[config.mk]
export PLATFORM = sky130hd
export DESIGN_NAME = smss_sbox_seq
export DESIGN_NICKNAME = d
export VERILOG_FILES = /design/src/rtl/smss_sbox_seq.sv
export SDC_FILE = /design/constraint.sdc
export NUM_CORES = 1
export LEC_CHECK = 0
export CORE_MARGIN = 8
export CORE_UTILIZATION = 35
export CTS_CLUSTER_DIAMETER = 40
export DETAILED_ROUTE_END_ITERATION = 12
export GPL_TIMING_DRIVEN = 1
export PLACE_DENSITY_LB_ADDON = 0.08
export SLEW_MARGIN = 20
export SYNTH_ARGS = -nofsm -noshare
export SYNTH_HDL_FRONTEND = slang
export SYNTH_SLANG_ARGS = --single-unit
[constraint.sdc]
create_clock -name clk -period 3.27 [get_ports clk]
set_clock_uncertainty 0.1 [all_clocks]
set_input_delay 0.327 -clock clk [delete_from_list [all_inputs] [get_ports clk]]
set_output_delay 0.327 -clock clk [all_outputs]
set_load 0.01 [all_outputs]
[src/rtl/smss_sbox_seq.sv]
// rtl/smss_sbox_seq.sv - sequenced SMSS power-19 S-box, one shared GF(2^3) multiplier over three cycles.
// Define SMSS_SBOX_FAST_EN for the single-cycle variant with three multipliers.
module smss_sbox_seq (
  input  logic       clk,
  input  logic       rst,
  input  logic       in_valid,
  output logic       in_ready,
  input  logic [5:0] in_data,
  output logic       out_valid,
  input  logic       out_ready,
  output logic [5:0] out_data,
  output logic       busy
);

  localparam logic [2:0] IDLE = 3'd0;
  localparam logic [2:0] MUL0 = 3'd1;
  localparam logic [2:0] MUL1 = 3'd2;
  localparam logic [2:0] MUL2 = 3'd3;
  localparam logic [2:0] DONE = 3'd4;

  function automatic logic [2:0] gf_mul(input logic [2:0] a, input logic [2:0] b);
    logic [2:0] c;
    c[0] = (a[0] & b[0]) ^ (a[1] & b[2]) ^ (a[2] & b[1]) ^ (a[2] & b[2]);
    c[1] = (a[0] & b[1]) ^ (a[1] & b[0]) ^ (a[2] & b[2]);
    c[2] = (a[2] & b[0]) ^ (a[1] & b[1]) ^ (a[0] & b[2]) ^ (a[1] & b[2])
         ^ (a[2] & b[1]) ^ (a[2] & b[2]);
    return c;
  endfunction

  function automatic logic [2:0] gf_sq(input logic [2:0] a);
    return {a[1] ^ a[2], a[2], a[0] ^ a[2]};
  endfunction

  function automatic logic [2:0] gf_four(input logic [2:0] a);
    return {a[1], a[1] ^ a[2], a[0] ^ a[1]};
  endfunction

  function automatic logic [5:0] iso(input logic [5:0] x);
    logic [5:0] z;
    z[0] = x[0] ^ x[2] ^ x[4] ^ x[5];
    z[1] = x[1] ^ x[4];
    z[2] = x[2] ^ x[4];
    z[3] = x[0] ^ x[1];
    z[4] = x[1] ^ x[3];
    z[5] = x[1] ^ x[4] ^ x[5];
    return z;
  endfunction

  function automatic logic [5:0] inv_iso(input logic [5:0] w);
    logic [5:0] p;
    p[0] = w[0] ^ w[1] ^ w[2] ^ w[3] ^ w[5];
    p[1] = w[0] ^ w[2];
    p[2] = w[1] ^ w[3] ^ w[4];
    p[3] = w[1] ^ w[4] ^ w[5];
    p[4] = w[1];
    p[5] = w[5];
    return p;
  endfunction

  logic [2:0] state_q, state_d;
  logic [5:0] out_q, out_d;

  assign in_ready  = (state_q == IDLE);
  assign out_valid = (state_q == DONE);
  assign busy      = (state_q != IDLE);
  assign out_data  = out_q;

`ifdef SMSS_SBOX_FAST_EN
  // Whole power-19 chain evaluated straight from the operand in the accept cycle.
  logic [5:0] f_z;
  logic [2:0] f_lo, f_hi, f_u;
  logic [5:0] f_y;

  always_comb begin
    f_z  = iso(in_data);
    f_lo = f_z[2:0];
    f_hi = f_z[5:3];
    f_u  = gf_sq(gf_mul(f_lo, f_hi)) ^ gf_four(f_lo ^ f_hi);
    f_y  = inv_iso({gf_mul(f_hi, f_u), gf_mul(f_lo, f_u)}) ^ {6{in_data[2] ^ in_data[4]}};
  end

  always_comb begin
    state_d = state_q;
    out_d   = out_q;
    case (state_q)
      IDLE: begin
        if (in_valid) begin
          out_d   = f_y;
          state_d = DONE;
        end
      end
      DONE: begin
        if (out_ready) state_d = IDLE;
      end
      default: state_d = IDLE;
    endcase
  end

  always_ff @(posedge clk) begin
    if (rst) begin
      state_q <= IDLE;
      out_q   <= 6'h00;
    end else begin
      state_q <= state_d;
      out_q   <= out_d;
    end
  end
`else
  logic [5:0] z_q, z_d;
  logic       tmask_q, tmask_d;
  logic [2:0] u_q, u_d;
  logic [2:0] wlo_q, wlo_d;
  logic [2:0] lo, hi;
  logic [2:0] mul_a, mul_b, mul_c;

  assign lo = z_q[2:0];
  assign hi = z_q[5:3];

  // The only multiplier: operands steered by the current step of the schedule.
  always_comb begin
    mul_a = lo;
    mul_b = hi;
    case (state_q)
      MUL1: begin
        mul_a = lo;
        mul_b = u_q;
      end
      MUL2: begin
        mul_a = hi;
        mul_b = u_q;
      end
      default: ;
    endcase
  end

  assign mul_c = gf_mul(mul_a, mul_b);

  always_comb begin
    state_d = state_q;
    z_d     = z_q;
    tmask_d = tmask_q;
    u_d     = u_q;
    wlo_d   = wlo_q;
    out_d   = out_q;
    case (state_q)
      IDLE: begin
        if (in_valid) begin
          z_d     = iso(in_data);
          tmask_d = in_data[2] ^ in_data[4];
          state_d = MUL0;
        end
      end
      MUL0: begin
        u_d     = gf_sq(mul_c) ^ gf_four(lo ^ hi);
        state_d = MUL1;
      end
      MUL1: begin
        wlo_d   = mul_c;
        state_d = MUL2;
      end
      MUL2: begin
        out_d   = inv_iso({mul_c, wlo_q}) ^ {6{tmask_q}};
        state_d = DONE;
      end
      DONE: begin
        if (out_ready) state_d = IDLE;
      end
      default: state_d = IDLE;
    endcase
  end

  always_ff @(posedge clk) begin
    if (rst) begin
      state_q <= IDLE;
      z_q     <= 6'h00;
      tmask_q <= 1'b0;
      u_q     <= 3'h0;
      wlo_q   <= 3'h0;
      out_q   <= 6'h00;
    end else begin
      state_q <= state_d;
      z_q     <= z_d;
      tmask_q <= tmask_d;
      u_q     <= u_d;
      wlo_q   <= wlo_d;
      out_q   <= out_d;
    end
  end
`endif

endmodule

==> impl_metrics.csv <==
group,metric,value,unit
critical_path,startpoint,"state_q[0]",
critical_path,worstReg2RegStart,"state_q[0]",
critical_path,crit_type,"flip-flop to flip-flop",
grt,grt_overflow_total,0,
sta,final-max-slew-violation-count,0,
critical_path,worst-path-buf-inv,1,
synth,synth_top_area_share,27.0,%
layout,diodes,0,
sta,max_freq,335,MHz
route,vias_per_cell,5.42,
synth,synth_edf_count,0,
sta,grt_setup_unrepaired,"no",
synth,yosysTopAreaCell,"dfxtp_1",
die,core_area,0.00432,mm2
critical_path,start_kind,"flip-flop",
critical_path,cp_data_required_time,3.33,ns
route,dr.pass1.iters,5,
critical_path,r2r_end,"out_data[0]",
clocking,cts_resized,0,
synth,ys_ff_latch,21,
grt,grt_usage,11.9,%
route,wl_per_cell,15.7,um
synth,synth_cells,174,
clocking,clockBufferDepth,2,
grt,grt_max_degree,22,
clocking,htree_levels,1,
clocking,clk_pin_slew_worst_paths,0.08,ns
layout,syn2layout_area_growth,16.7,%
grt,grt_pass1_wl,6400,um
critical_path,cp.arrival,3.05,ns
die,die_x,82.7,um
synth,async_flop_share,0,%
clocking,cts_tree,"yes",
layout,fill_cells,454,
die,die_h,82.7,um
critical_path,r2r_setup_slack,0.28,ns
die,num_rows,24,
layout,regArea,420,um2
grt,grt_pass1_vias,1305,
clocking,root_buffer,"clkbuf_8",
clocking,hold_buffers,0,
die,ioPinCount,19,
route,wl_met3,172,um
synth,synth.cell_area,0.00156,mm2
layout,final_common_cell,"dfxtp_1",
route,wirelength,3810,um
layout,nNetsFinal,202,
route,highest_layer,"met4",
outcome,status,"completed",
sta,fin_crit_sh,91.3,%
clocking,cts_buffers,3,
critical_path,cp-end-kind,"flip-flop",
die,die-area,0.00685,mm2
place,finalWeightedCongestion,0.867,
min_path,holdCritPathClass,"flip-flop to flip-flop",
pwr,vdd_ir_drop_max,216,uV
critical_path,slowest_delay,0.54,ns
route,ant_nets,0,
synth,synth.distinct_cells,46,
synth,synthTopCellsByArea,"dfxtp_1, xnor2_1, xor2_1, a211oi_1, mux2i_1",
route,dr_wl_met2,1690,um
pwr,power_density,466,mW/mm2
place,dp_hpwl,2890,um
sta,finalCriticalPeriod,2.99,ns
critical_path,cp_cell_sequence,"nand3b_4, mux2i_1, buf_4, a22o_1, a221o_1, a2111oi_4, xnor2_2, xnor2_1, a211oi_1",
route,drtIter0Drc,104,
critical_path,crit_cells,9,
critical_path,critPathSlowestCell,"dfxtp_1",
sta,max_slew_margin,47.0,%
die,start_util,36.1,%
sta,worst_pin_slew,0.792,ns
clocking,clock-sinks,21,
pwr,p_leak,0.686,nW
route,wl_met1,1870,um
synth,syn_nets,184,
grt,antenna_found_initial,0,
route,vias,1317,
clocking,insertion_delay,0.26,ns
synth,ys_seq_area_share,27.0,%
critical_path,cp_max_fo,10,
route,remaining_drc_errors,0,
sta,setup_viol,0,
sta,fin_setup_tns,0,ns
critical_path,crit_path_end,"out_data[0]",
synth,synth_ff_type,"dfxtp_1",
layout,final_cell_mix,"dfxtp_1, nor2_1, clkdlybuf4s50_1",
synth,yosys_warnings,0,
synth,avgSynthCellArea,8.96,um2
layout,multi_input_area,0.00104,mm2
flow_run,drv_cap,0,
clocking,cts_setup_buffers,0,
critical_path,crit_family,"compound AO/OA/AOI/OAI gates",
layout,drive_above_1_share,13.1,%
critical_path,ff2ff_path_depth,9,
pwr,total_power,848,uW
place,io_buffers,18,
sta,final_hold_viol_count,0,
-- layer usage --
layer | vias to the layer above | GRT usage, %
met3 | 8 | 3.46
met2 | 30 | 18.8
met5 | - | 0
met1 | 616 | 15.4
met4 | 0 | 3.28
li1 | 663 | -
-- through the flow --
stage | utilization [%] | hold WS [ns] | area [um2] | instances | setup WS [ns]
final | 42.1 | 0.359 | 1820 | 243 | 0.284
after global routing | 42.1 | 0.392 | 1820 | 243 | 0.0793
after CTS | 42.1 | 0.362 | 1820 | 243 | 0.272
after detailed placement | 41.0 | 0.351 | 1770 | 239 | 0.275
after global placement | 41.0 | 0.356 | 1770 | 239 | 0.391
after floorplan | - | 0.304 | 1560 | 174 | 0.604
-- synth_stat cells, types with 2 or more instances --
cell,instances
xor2_1,10
nor4_1,4
nor2b_1,2
a32oi_1,2
mux2_2,2
nand3_1,2
xnor2_1,16
mux2_4,2
mux2i_1,8
buf_4,3
and3b_2,2
nand2_1,9
dfxtp_1,21
a22o_1,2
nor2_1,20
a211oi_1,11
buf_2,3
clkbuf_1,4
inv_1,3
a21oi_1,10
o21ai_0,4
o31ai_1,3
nor3_1,7
buf_6,2
-- tightest hold or removal path: stages (launching register included) --
cell and delay, ns:
dfxtp_1 0.31, nand2_1 0.05, a21oi_1 0.05
-- final cells by class --
type                            count  share of cell area, %
Sequential cell                    21                   23.1
Tap cell                           52                   3.58
Timing Repair Buffer               26                   13.2
Clock buffer                        4                   2.48
Multi-Input combinational cell    137                   57.0
Inverter                            3                  0.619
-- worst min-delay path by stage --
stage | start | end | cells after the start
3_5_place_dp | out_data[5] | out_data[5] | 2
5_1_grt | out_data[5] | out_data[5] | 2
2_1_floorplan | rst | state_q[0] | 1
4_1_cts | out_data[5] | out_data[5] | 2
6_report | out_data[5] | out_data[5] | 2
3_3_place_gp | out_data[5] | out_data[5] | 2
-- kinds of logic (layout without fill, tap and decap cells) --
group / count (synthesis) / after routing / share of synthesized area, %
AO/OA/AOI/OAI: 42 / 42 / 20.3
XOR/XNOR: 28 / 28 / 17.1
buffers and inverters: 16 / 33 / 6.50
flip-flops: 21 / 21 / 27.0
multiplexers: 14 / 14 / 10.8
AND/OR/NAND/NOR: 53 / 53 / 18.3
-- state kept, by name, summed over array words and instances (netlist names) --
signal and count:
state_q 3, u_q 3, wlo_q 3, out_data 6, z_q 6
-- power breakdown --
part	internal, mW	switching, mW	total [mW]
clock	0.0869	0.0862	0.173
combinational	0.178	0.186	0.363
sequential	0.279	0.0330	0.312
total	0.543	0.305	0.848
Power figures use the tool's default switching activity.
==> edit 1 (same flow settings) <==
The option `SMSS_SBOX_FAST_EN` is turned on by a define.
--- a/src/rtl/smss_sbox_seq.sv
+++ b/src/rtl/smss_sbox_seq.sv
@@ -1,5 +1,7 @@
 // rtl/smss_sbox_seq.sv - sequenced SMSS power-19 S-box, one shared GF(2^3) multiplier over three cycles.
 // Define SMSS_SBOX_FAST_EN for the single-cycle variant with three multipliers.
+`define SMSS_SBOX_FAST_EN
+
 module smss_sbox_seq (
   input  logic       clk,
   input  logic       rst,
Function: changed (Yosys sat finds a counterexample within 4 cycles, from zero or initial values and one cycle with rst high).
==> edit 1 against the unedited design <==
Sequential cell count down 14. Non-clock buffer count up 41. Area after synthesis decreased by 17%. Register-to-register slack better by 1500 ps. Final area up 14%. Routed wire length shrank 9.7%. Sequential share of layout area down 16 points. Worst setup slack worse by 230 ps.
Power is not compared: it rests on default switching activity, and its combinational part moved more than twofold at a synthesized area within 25%.
==> edit 1: results (changes against the unedited design) <==
synth:
  synthFlopType: "dfxtp_1"  # unchanged
  avgSynthCellArea_um2: 8.20  # was 8.96 µm²
  synth_top_cell_area_share_pct: 14.9  # was 27.0%
  ys_seq_area_share_pct: 10.8  # was 27.0%
  yosys-top-cells-count: "22 x xnor2_1, 12 x nand2_1, 10 x nor2_1"  # was 21 x dfxtp_1, 20 x nor2_1, 16 x xnor2_1
  synth.distinct_cells: 51  # was 46
  async_flop_share_pct: 0  # unchanged
  syn-num-nets: 172  # was 184
  synthTopCellsByArea: "xnor2_1 15%, dfxtp_1 11%, xor2_1 6.1%"  # was dfxtp_1 27%, xnor2_1 9.0%, xor2_1 5.6%
placed_design:
  post-place-cells: 253  # was 239
  place_area_um2: 1850  # was 1770 µm²
  globalplace.congestion: 0.773  # was 0.867
  io_buffers: 18  # unchanged
  dp_hpwl_um: 2760  # was 2890 µm
  preCtsSetupSlack_ps: -687  # was 275 ps
clocking:
  clockBufferDepth: 2  # unchanged
  clkTransAtPathRegs_ps: 40  # was 80 ps
  h-tree-depth: 1  # unchanged
  numCtsBuffers: 3  # unchanged
  clk_latency_ps: 230  # was 260 ps
layout:
  insertedDiodeCount: 0  # unchanged
  drive_gt1_share_pct: 41.2  # was 13.1%
  largest_register_ffs: 6
  layout.nets: 236  # was 202
  final_cells: 269  # was 243
drt:
  m1WireLength_um: 1560  # was 1870 µm
  wl_met2_um: 1740  # was 1690 µm
  via_count: 1309  # was 1317
  antenna_left: 0  # unchanged
  routed_wirelength_um: 3440  # was 3810 µm
  dr.pass1.iters: 4  # was 5
  wl_met3_um: 105  # was 172 µm
  drtIter0Drc: 35  # was 104
global_routing:
  grt_pass1_wl_um: 5820  # was 6400 µm
  grt_use_met3_pct: 2.33  # was 3.46%
  use_met1_pct: 14.4  # was 15.4%
  met2_usage_pct: 20.1  # was 18.8%
  grt_pass1_vias: 1297  # was 1305
  grt_antenna_before_repair: 0  # unchanged
  grt_max_degree: 12  # was 22
  track_usage_pct: 11.6  # was 11.9%
critical_path:
  crit_family: "compound AO/OA/AOI/OAI gates"  # unchanged
  slowest_delay_ps: 330  # was 540 ps
  cp_slowest_cell: "a211o_1"  # was dfxtp_1
  arrival_ps: 3280  # was 3050 ps
  worst-path-max-fanout: 6  # was 10
power_and_ir_drop:
  switching_share_pct: 41.7
  pwr-share-clk_pct: 7.1
  p_seq_mw: 0.121
  vdd_drop_max_mv: 0.341
  p_leak_nw: 0.877
timing:
  tightest_slew_ps: 467  # was 792 ps
run_status:
  outcome: "complete, no violations"  # unchanged
==> edit 1: cell count changes after synthesis, sizes merged, moves of 4 or more <==
| cell | unedited run | this run |
|---|---|---|
| nor4 | 4 | 0 |
| nor2 | 20 | 12 |
| a211oi | 11 | 3 |
| mux2 | 4 | 0 |
| dfxtp | 21 | 7 |
| nand2 | 9 | 13 |
| inv | 3 | 9 |
| mux2i | 10 | 2 |
| ha | 0 | 4 |
| nor3 | 7 | 2 |
| xnor2 | 17 | 26 |
| nand3 | 2 | 7 |
==> edit 1: area by class of cell <==
| class | instances | area (µm²) |
|---|---|---|
| Fill cell | 338 | 1530 |
| Multi-Input combinational cell | 134 | 1240 |
| Timing Repair Buffer | 67 | 556 |
| Sequential cell | 7 | 140 |
| Tap cell | 48 | 60.1 |
| Clock buffer | 4 | 45.0 |
| Inverter | 9 | 36.3 |
==> edit 1: what timing repair did <==
| action | 4_1_cts | 5_1_grt |
|---|---|---|
| resized for setup | 20 | 17 |
| setup endpoints to repair | 6 | 5 |
| pin swaps | 15 | 16 |
| setup buffers | 6 | 6 |
==> edit 1: path summary, 6_finish.rpt <==
path,from,end,slack [ps],cells after the start
worst max-delay path,in_data[1],out_data[0]$_SDFFE_PP0P_,60,15
worst min-delay path,out_data[4]$_SDFFE_PP0P_,out_data[4]$_SDFFE_PP0P_,360,2
worst max register to register,state_q[2]$_SDFFE_PP0P_,out_data[0]$_SDFFE_PP0P_,1740,7
worst min register to register,out_data[4]$_SDFFE_PP0P_,out_data[4]$_SDFFE_PP0P_,360,2
==> edit 1: cell families after synthesis <==
logic type | synth area share [%]
DFF | 10.8
and+or+nand+nor | 20.6
xor gates and xnor gates | 38.0
adders and majority gates | 3.86
AOI/OAI and AO/OA | 19.1
buffers and inverters | 6.08
muxes | 1.54
==> edit 2 (same settings) <==
Without the edit above. `z_q` no longer has a reset.
--- a/src/rtl/smss_sbox_seq.sv
+++ b/src/rtl/smss_sbox_seq.sv
@@ -172,20 +172,22 @@
   always_ff @(posedge clk) begin
     if (rst) begin
       state_q <= IDLE;
-      z_q     <= 6'h00;
       tmask_q <= 1'b0;
       u_q     <= 3'h0;
       wlo_q   <= 3'h0;
       out_q   <= 6'h00;
     end else begin
       state_q <= state_d;
-      z_q     <= z_d;
       tmask_q <= tmask_d;
       u_q     <= u_d;
       wlo_q   <= wlo_d;
       out_q   <= out_d;
     end
   end
+
+  always_ff @(posedge clk) begin
+    z_q <= z_d;
+  end
 `endif
 
 endmodule
Behaviour: same outputs for any inputs over 10 cycles, from zero or initial values and one cycle with rst high; that may be too few to reach the edited logic, so the function may still have changed.
==> edit 2 against the unedited design <==
Final area fell by 1.1%. Largest power group unchanged. Sequential cell count is 1 higher. Area after synthesis decreased by 1.5%. Power rose by 5.5%. Routed wire length fell by 16%. Worst setup slack lost 13 ps. Count of clock-buffer cells in the layout is 1 lower. Cell count shrank 5.3%. Highest routed layer unchanged. Critical endpoint is now u_q[1]$_SDFFE_PP0P_.
==> edit 2: results (changes against the unedited design) <==
run_status:
  outcome: "complete, no violations"  # unchanged
clocking:
  post_cts_resized: 0  # unchanged
  clk_latency_ps: 260  # about the same
  numCtsBuffers: 3  # unchanged
  clkTransAtPathRegs_ps: 80  # about the same
  clockBufferDepth: 2  # unchanged
  postCtsSetupBuffers: 0  # unchanged
  h-tree-depth: 1  # unchanged
  root_buffer: "clkbuf_8"  # unchanged
global_routing:
  grt_overflow: 0  # unchanged
  grt_antenna_before_repair: 0  # unchanged
  grt_pass1_wl_um: 5290  # was 6400 µm
  grt_pass1_vias: 1139  # was 1305
  track_usage_pct: 9.86  # was 11.9%
  grt_max_degree: 19  # was 22
drt:
  via_per_inst: 5.10  # was 5.42
  drtIter0Drc: 60  # was 104
  dr.pass1.iters: 4  # was 5
  wl_per_cell_um: 13.9  # was 15.7 µm
placed_design:
  place_area_um2: 1750  # was 1770 µm²
  io_buffers: 18  # unchanged
  globalplace.congestion: 0.790  # was 0.867
  dp_hpwl_um: 2490  # was 2890 µm
synth:
  synthTopCellsByArea: "dfxtp_1 21%, edfxtp_1 12%, xnor2_1 8.0%"  # was dfxtp_1 27%, xnor2_1 9.0%, xor2_1 5.6%
  yosys-top-cells-count: "19 x nor2_1, 16 x dfxtp_1, 14 x xnor2_1"  # was 21 x dfxtp_1, 20 x nor2_1, 16 x xnor2_1
  synth_edf_count: 6  # was 0
  syn-num-nets: 174  # was 184
  async_flop_share_pct: 0  # unchanged
  ys_seq_area_share_pct: 32.6  # was 27.0%
  ys_warn_count: 0  # unchanged
  synth.distinct_cells: 46  # unchanged
  synth_top_cell_area_share_pct: 20.9  # was 27.0%
layout:
  layout.nets: 189  # was 202
  fillers: 416  # was 454
  drive_gt1_share_pct: 10.7  # was 13.1%
  insertedDiodeCount: 0  # unchanged
timing:
  report.final.slew_viol_count: 0  # unchanged
  tightest_slew_ps: 635  # was 792 ps
critical_path:
  crit_family: "compound AO/OA/AOI/OAI gates"  # unchanged
  arrival_ps: 3080  # was 3050 ps
  slowest_delay_ps: 490  # was 540 ps
  start_kind: "register"  # unchanged
  worst-path-max-fanout: 10  # unchanged
  cp_slowest_cell: "dfxtp_1"  # unchanged
min_path:
  min_path_type: "register to register"  # unchanged
power_and_ir_drop:
  vdd_drop_max_mv: 0.336  # was 0.216 mV
  p_leak_nw: 0.672  # was 0.686 nW
-- edit 2: cell count changes in the layout (fill, tap and decap cells not counted), sizes merged, moves of 4 or more --
cell,unedited run,this run
dfxtp,21,16
nand2b,2,6
a21oi,10,6
nand2,9,5
edfxtp,0,6
a211oi,11,3
-- edit 2: final cells by class --
class                      count  area share [%]
clock buffer                   3            2.29
clock inverter                 1           0.209
multi-input combinational    128            53.8
tap                           52            3.62
inverter                       1           0.209
sequential                    22            27.8
timing repair buffer          23            12.1
-- edit 2: report_power, final --
part | total, mW | leakage [nW] | internal (mW) | switching, mW
combinational | 0.377 | 0.462 | 0.199 | 0.178
clock | 0.168 | 0.0231 | 0.0836 | 0.0844
sequential | 0.350 | 0.187 | 0.310 | 0.0395
total | 0.895 | 0.672 | 0.593 | 0.302
-- edit 2: cells by family (layout without fill, tap and decap cells) --
| kind of cell | Yosys count | in the layout | share of synthesized area [%] |
|---|---|---|---|
| buffers and inverters | 14 | 28 | 4.40 |
| XOR/XNOR | 29 | 29 | 19.3 |
| multiplexers | 16 | 16 | 11.3 |
| flip-flops | 22 | 22 | 32.6 |
| AO/OA/AOI/OAI | 26 | 26 | 12.9 |
| AND/OR/NAND/NOR | 57 | 57 | 19.5 |
-- edit 2: final timing paths --
path	start	end	slack (ps)	cells past startpoint
hold / removal	wlo_q[0]$_SDFFE_PP0P_	wlo_q[0]$_SDFFE_PP0P_	400	2
hold reg to reg	wlo_q[0]$_SDFFE_PP0P_	wlo_q[0]$_SDFFE_PP0P_	400	2
setup reg to reg	state_q[1]$_SDFFE_PP0P_	u_q[1]$_SDFFE_PP0P_	270	7
setup / recovery	state_q[1]$_SDFFE_PP0P_	u_q[1]$_SDFFE_PP0P_	270	7
-- edit 2: per-layer routing --
layer	share of wire (%)	GRT usage (%)	wire length (µm)	up-vias
met5	0	0	0	-
met4	0.41	1.58	13	0
met3	4.4	2.81	142	2
met2	46	16.3	1470	22
met1	49	12.6	1570	539
li1	-	-	-	609
-- edit 2: worst reg2reg max path, delay by kind of cell (launching register included) --
kind             cells  cell delay (ps)
flip-flops           1              490
multiplexers         1              370
XOR/XNOR             1              440
AND/OR/NAND/NOR      1              490
AO/OA/AOI/OAI        4             1030
-- edit 2: metrics by stage --
step	total power [mW]	worst slack, ps	std cells	utilization, %
3_5_place_dp	0.734	285	226	40.9
2_1_floorplan	0.647	648	164	-
3_3_place_gp	0.732	401	226	40.9
4_1_cts	0.901	284	230	41.9
5_1_grt	0.956	121	230	41.9
6_report	0.895	271	230	41.9
